`src/rtl/layer_lut_sequencer_pkg.sv`:
```
// Shared definitions for the time-multiplexed LogicNets layer evaluator.
//   FANIN       : fan-in bits per neuron (truth-table address width)
//   TABLE_W     : truth-table entries per neuron (2**FANIN)
//   seq_state_t : sequencer FSM states
package logicnets_seq_pkg;

  localparam int unsigned FANIN   = 6;
  localparam int unsigned TABLE_W = 64;

  typedef enum logic [1:0] {
    IDLE = 2'd0,
    EVAL = 2'd1,
    DONE = 2'd2
  } seq_state_t;

endpackage

```
`src/rtl/layer_lut_sequencer_lut_bank.sv`:
```
// Per-neuron truth tables and fan-in selects with a single combinational
// read port.
//   clk, rst   : clock, asynchronous active-high clear of all tables/selects
//   we         : write strobe (already qualified by the sequencer)
//   wr_neuron  : neuron to write; values >= N are ignored
//   wr_table   : truth table, bit a is the output for address a
//   wr_sel     : six fan-in indices, slice j drives address bit j
//   rd_k       : neuron being evaluated
//   rd_vec     : captured input feature vector
//   rd_bit     : table[rd_k][addr] with addr gathered from rd_vec
module lut_bank
  import logicnets_seq_pkg::*;
#(
  parameter int unsigned IN_W  = 64,
  parameter int unsigned N     = 16,
  parameter int unsigned SEL_W = $clog2(IN_W),
  parameter int unsigned NID_W = $clog2(N)
) (
  input  logic                   clk,
  input  logic                   rst,
  input  logic                   we,
  input  logic [NID_W-1:0]       wr_neuron,
  input  logic [TABLE_W-1:0]     wr_table,
  input  logic [FANIN*SEL_W-1:0] wr_sel,
  input  logic [NID_W-1:0]       rd_k,
  input  logic [IN_W-1:0]        rd_vec,
  output logic                   rd_bit
);

  logic [TABLE_W-1:0]     table_q [N];
  logic [TABLE_W-1:0]     table_d [N];
  logic [FANIN*SEL_W-1:0] sel_q   [N];
  logic [FANIN*SEL_W-1:0] sel_d   [N];

  always_comb begin
    table_d = table_q;
    sel_d   = sel_q;
    if (we && (32'(wr_neuron) < N)) begin
      table_d[wr_neuron] = wr_table;
      sel_d[wr_neuron]   = wr_sel;
    end
  end

  always_ff @(posedge clk or posedge rst) begin
    if (rst) begin
      for (int unsigned i = 0; i < N; i++) begin
        table_q[i] <= '0;
        sel_q[i]   <= '0;
      end
    end else begin
      table_q <= table_d;
      sel_q   <= sel_d;
    end
  end

  logic [FANIN*SEL_W-1:0] rd_sel;
  logic [SEL_W-1:0]       idx;
  logic [FANIN-1:0]       addr;

  // Indices past the end of the feature vector read as 0.
  always_comb begin
    rd_sel = sel_q[rd_k];
    idx    = '0;
    addr   = '0;
    for (int unsigned j = 0; j < FANIN; j++) begin
      idx = rd_sel[j*SEL_W +: SEL_W];
      if (32'(idx) < IN_W) addr[j] = rd_vec[idx];
    end
    rd_bit = table_q[rd_k][addr];
  end

endmodule

```
`src/rtl/layer_lut_sequencer.sv`:
```
// Evaluates one LogicNets layer by sequencing a shared 6-input LUT read
// across N neurons, one neuron per clock.
//   clk, rst              : clock, asynchronous active-high reset
//   in_data/valid/ready   : input feature vector handshake
//   out_data/valid/ready  : N-bit neuron output handshake (bit n = neuron n)
//   cfg_we/neuron/table/sel : runtime table/select write, honoured in IDLE only
//   busy                  : high whenever the sequencer is not IDLE
module layer_lut_sequencer
  import logicnets_seq_pkg::*;
#(
  parameter int unsigned IN_W  = 64,
  parameter int unsigned N     = 16,
  parameter int unsigned SEL_W = $clog2(IN_W),
  parameter int unsigned NID_W = $clog2(N)
) (
  input  logic                   clk,
  input  logic                   rst,
  input  logic [IN_W-1:0]        in_data,
  input  logic                   in_valid,
  output logic                   in_ready,
  output logic [N-1:0]           out_data,
  output logic                   out_valid,
  input  logic                   out_ready,
  input  logic                   cfg_we,
  input  logic [NID_W-1:0]       cfg_neuron,
  input  logic [TABLE_W-1:0]     cfg_table,
  input  logic [FANIN*SEL_W-1:0] cfg_sel,
  output logic                   busy
);

  seq_state_t       state_q, state_d;
  logic [NID_W-1:0] k_q, k_d;
  logic [IN_W-1:0]  vec_q, vec_d;
  logic [N-1:0]     out_q, out_d;
  logic             bank_we;
  logic             lut_bit;
  logic             accept;

  // Config has priority over an incoming vector in IDLE.
  assign in_ready  = (state_q == IDLE) && !cfg_we;
  assign out_valid = (state_q == DONE);
  assign busy      = (state_q != IDLE);
  assign out_data  = out_q;
  assign bank_we   = cfg_we && (state_q == IDLE);
  assign accept    = in_valid && in_ready;

  lut_bank #(
    .IN_W (IN_W),
    .N    (N),
    .SEL_W(SEL_W),
    .NID_W(NID_W)
  ) u_lut_bank (
    .clk      (clk),
    .rst      (rst),
    .we       (bank_we),
    .wr_neuron(cfg_neuron),
    .wr_table (cfg_table),
    .wr_sel   (cfg_sel),
    .rd_k     (k_q),
    .rd_vec   (vec_q),
    .rd_bit   (lut_bit)
  );

  always_comb begin
    state_d = state_q;
    k_d     = k_q;
    vec_d   = vec_q;
    out_d   = out_q;
    case (state_q)
      IDLE: begin
        if (accept) begin
          vec_d   = in_data;
          k_d     = '0;
          out_d   = '0;
          state_d = EVAL;
        end
      end
      EVAL: begin
        out_d[k_q] = lut_bit;
        if (k_q == NID_W'(N - 1)) state_d = DONE;
        else                      k_d     = k_q + 1'b1;
      end
      DONE: begin
        if (out_ready) state_d = IDLE;
      end
      default: state_d = IDLE;
    endcase
  end

  always_ff @(posedge clk or posedge rst) begin
    if (rst) begin
      state_q <= IDLE;
      k_q     <= '0;
      vec_q   <= '0;
      out_q   <= '0;
    end else begin
      state_q <= state_d;
      k_q     <= k_d;
      vec_q   <= vec_d;
      out_q   <= out_d;
    end
  end

endmodule

```
`config.mk`:
```
export PLATFORM = sky130hd
export DESIGN_NAME = layer_lut_sequencer
export DESIGN_NICKNAME = d
export VERILOG_FILES = /design/src/rtl/layer_lut_sequencer_pkg.sv /design/src/rtl/layer_lut_sequencer_lut_bank.sv /design/src/rtl/layer_lut_sequencer.sv
export SDC_FILE = /design/constraint.sdc
export NUM_CORES = 2
export LEC_CHECK = 0
export BUFFER_PORTS_ARGS = -buffer_cell sky130_fd_sc_hd__buf_2
export CORE_UTILIZATION = 41
export CTS_CLUSTER_SIZE = 20
export DETAILED_ROUTE_END_ITERATION = 12
export GPL_ROUTABILITY_DRIVEN = 0
export GPL_TIMING_DRIVEN = 0
export PLACE_DENSITY = 0.54
export SLEW_MARGIN = 10
export SYNTH_ARGS = -nofsm -noshare
export SYNTH_HDL_FRONTEND = slang
export SYNTH_SLANG_ARGS = --single-unit
export TNS_END_PERCENT = 5
```
`constraint.sdc`:
```
create_clock -name clk -period 86.3 [get_ports clk]
set_clock_uncertainty 0.15 [all_clocks]
set_input_delay 4.315 -clock clk [delete_from_list [all_inputs] [get_ports clk]]
set_output_delay 4.315 -clock clk [all_outputs]
set_load 0.05 [all_outputs]
```
==> out/metrics.yaml <==
status:
  status: "completed"
critical_path:
  path_max_fanout: 3
  startpoint_type: "primary input"
  required_ns: 81.83
  crit_arrival_ns: 4.95
  critPathKind: "in -> out"
  endpoint_kind: "output pin"
drt:
  vias: 48500
  first_iter_violations: 3516
  vias_per_cell: 5.89
  wl_mm: 266
  ant_nets: 0
  wire_per_inst_um: 32.3
  dr.pass1.iters: 7
  drc: 0
yosys:
  netlist.area_leader.share_pct: 53.1
  syn_nets: 5334
  yosysTopAreaCell: "dfrtp_1"
  synth_common_cells: "dfrtp_1, mux2_2, mux4_2, clkbuf_1, nand2_1"
  synth-edff-count: 0
  synth_warnings: 0
  synth_cell_types: 88
  synth_area_um2: 79500
  ys_seq_elements: 1686
  synth_ff_type: "dfrtp_1"
  syn_avg_cell_area_um2: 15.4
  yosysSeqAreaShare_pct: 53.1
  netlist_instances: 5157
  synth_most_common_cell: "dfrtp_1"
  synthTopCellsByArea: "dfrtp_1, mux2_2, mux4_2, mux2i_1, clkbuf_1"
  async_reset_ff_share_pct: 100
timing:
  fmax_mhz: 106
  rsz0062_at_grt: "no"
  final-hold-violation-count: 0
  max_slew_margin_pct: 9.25
  finalCritPeriodShare_pct: 10.9
  finalSetupViolCount: 0
  worstMarginPinSlew_ns: 1.36
  fin_crit_ns: 9.42
  slew_viol_final: 0
  tns_ns: 0
cells_and_area:
  seqCellArea_um2: 42200
  stdcell_count: 8238
  final_nets: 5735
  postLayoutCoreUtil_pct: 46.9
  syn_to_final_growth_pct: 13.7
  drive_gt1_share_pct: 49.3
  multi_input_area_um2: 35300
  nFillCells: 16900
  final_area_um2: 90400
floorplan:
  die_w_um: 442
  start_util_pct: 41.3
  io_pins: 192
  die_area_um2: 196000
  die_y_um: 442
  rows: 161
  core_region_area_um2: 193000
placement:
  numPortBuffers: 189
  dpl.cell_count: 7894
  placed_area_um2: 84300
  hpwlAfterDp_mm: 178
clock_network:
  cts_hold_buf: 0
  clockRootBuffer: "clkbuf_16"
  cts_tree: "done"
  cts_buffers: 188
  clkTransAtPathRegs_ns: 0.05
  clkLatencyLatePin_ns: 0.85
  post_cts_resized: 0
  post_cts_buffers: 0
  cts.path.max_buffers: 3
  htreeDepth: 4
  cts_sinks: 1686
grt:
  grt_pass1_vias: 50800
  grt_pass1_wl_mm: 381
  grt_start_max_net_pins: 116
  track_usage_pct: 27.3
  overflow: 0
  antenna_found_initial: 48
run:
  maxCapViolations: 0
power_and_ir_drop:
  powerDensity_nw_per_um2: 40.8
  ir_drop_mv: 0.0411
  total_power_mw: 3.69
  p_leak_nw: 40.8
worst_hold_path:
  hp-class: "reg -> reg"
-- final timing paths --
| kind | startpoint | to | slack [ns] | cells past startpoint |
|---|---|---|---|---|
| min | u_lut_bank.sel_q[65] | u_lut_bank.sel_q[65] | 0.35 | 1 |
| min in group asynchronous | rst | u_lut_bank.sel_q[358] | 3.29 | 2 |
| max in group asynchronous | rst | u_lut_bank.table_q[546] | 79.30 | 8 |
| max | cfg_we | in_ready | 76.88 | 3 |
| min reg2reg | u_lut_bank.sel_q[65] | u_lut_bank.sel_q[65] | 0.35 | 1 |
| max reg2reg | k_q[0] | out_data[8] | 78.13 | 16 |
-- worst max-delay path: stages --
cell and delay, ns:
buf_2 0.13, nor2_1 0.20, buf_2 0.30
-- metrics by stage --
| step | setup WS [ns] | hold slack [ns] |
|---|---|---|
| 6_report | 76.88 | 0.348 |
| 5_1_grt | 76.81 | 0.359 |
| 4_1_cts | 76.83 | 0.351 |
| 3_5_place_dp | 76.83 | 0.338 |
| 3_3_place_gp | 15.08 | 0.327 |
| 2_1_floorplan | 34.25 | 0.324 |
-- cells in the final DEF, fill, tap and decap left out, types with 47 or more instances in the layout --
cell | Yosys | layout
buf_2 | 74 | 267
clkbuf_1 | 309 | 339
clkbuf_16 | 0 | 190
clkbuf_8 | 0 | 53
dfrtp_1 | 1686 | 1686
mux2_2 | 1626 | 1626
mux2i_1 | 167 | 167
mux4_2 | 495 | 495
nand2_1 | 272 | 271
nand3_1 | 77 | 77
nor2_1 | 54 | 47
-- cell families after synthesis --
family / share of synthesized area (%)
adders and majority gates: 0.0629
muxes: 39.2
buffers and inverters: 2.66
and+or+nand+nor: 2.84
DFF: 53.1
AOI/OAI and AO/OA: 2.13
-- metal layers --
layer | global-route usage [%] | wire, µm
met1 | 36.2 | 113000
met2 | 45.2 | 131000
met3 | 4.04 | 11100
met4 | 10.6 | 11300
met5 | 0 | 134
-- cell type report --
| type | count | area share, % |
|---|---|---|
| well taps | 2526 | 3.50 |
| plain buffers | 445 | 2.29 |
| multi-input cells | 3007 | 39.0 |
| repair buffers | 211 | 1.65 |
| flip-flops and latches | 1686 | 46.7 |
| diodes | 14 | 0.0387 |
| clock buffers | 291 | 6.26 |
| inverters | 19 | 0.0872 |
| clock inverters | 39 | 0.511 |
-- registers in the layout (all words and copies together) (netlist names) --
register and flops:
u_lut_bank.sel_q 576, k_q 4, vec_q 64, u_lut_bank.table_q 1024, state_q 2, out_data 16
-- power by group --
group	total, mW	leakage [nW]	switching, mW	internal [mW]
Sequential	1.27	22.1	0.189	1.08
Clock	0.799	3.02	0.334	0.465
Combinational	1.62	15.7	0.878	0.740
No activity file was read; power rests on OpenSTA's default activity.
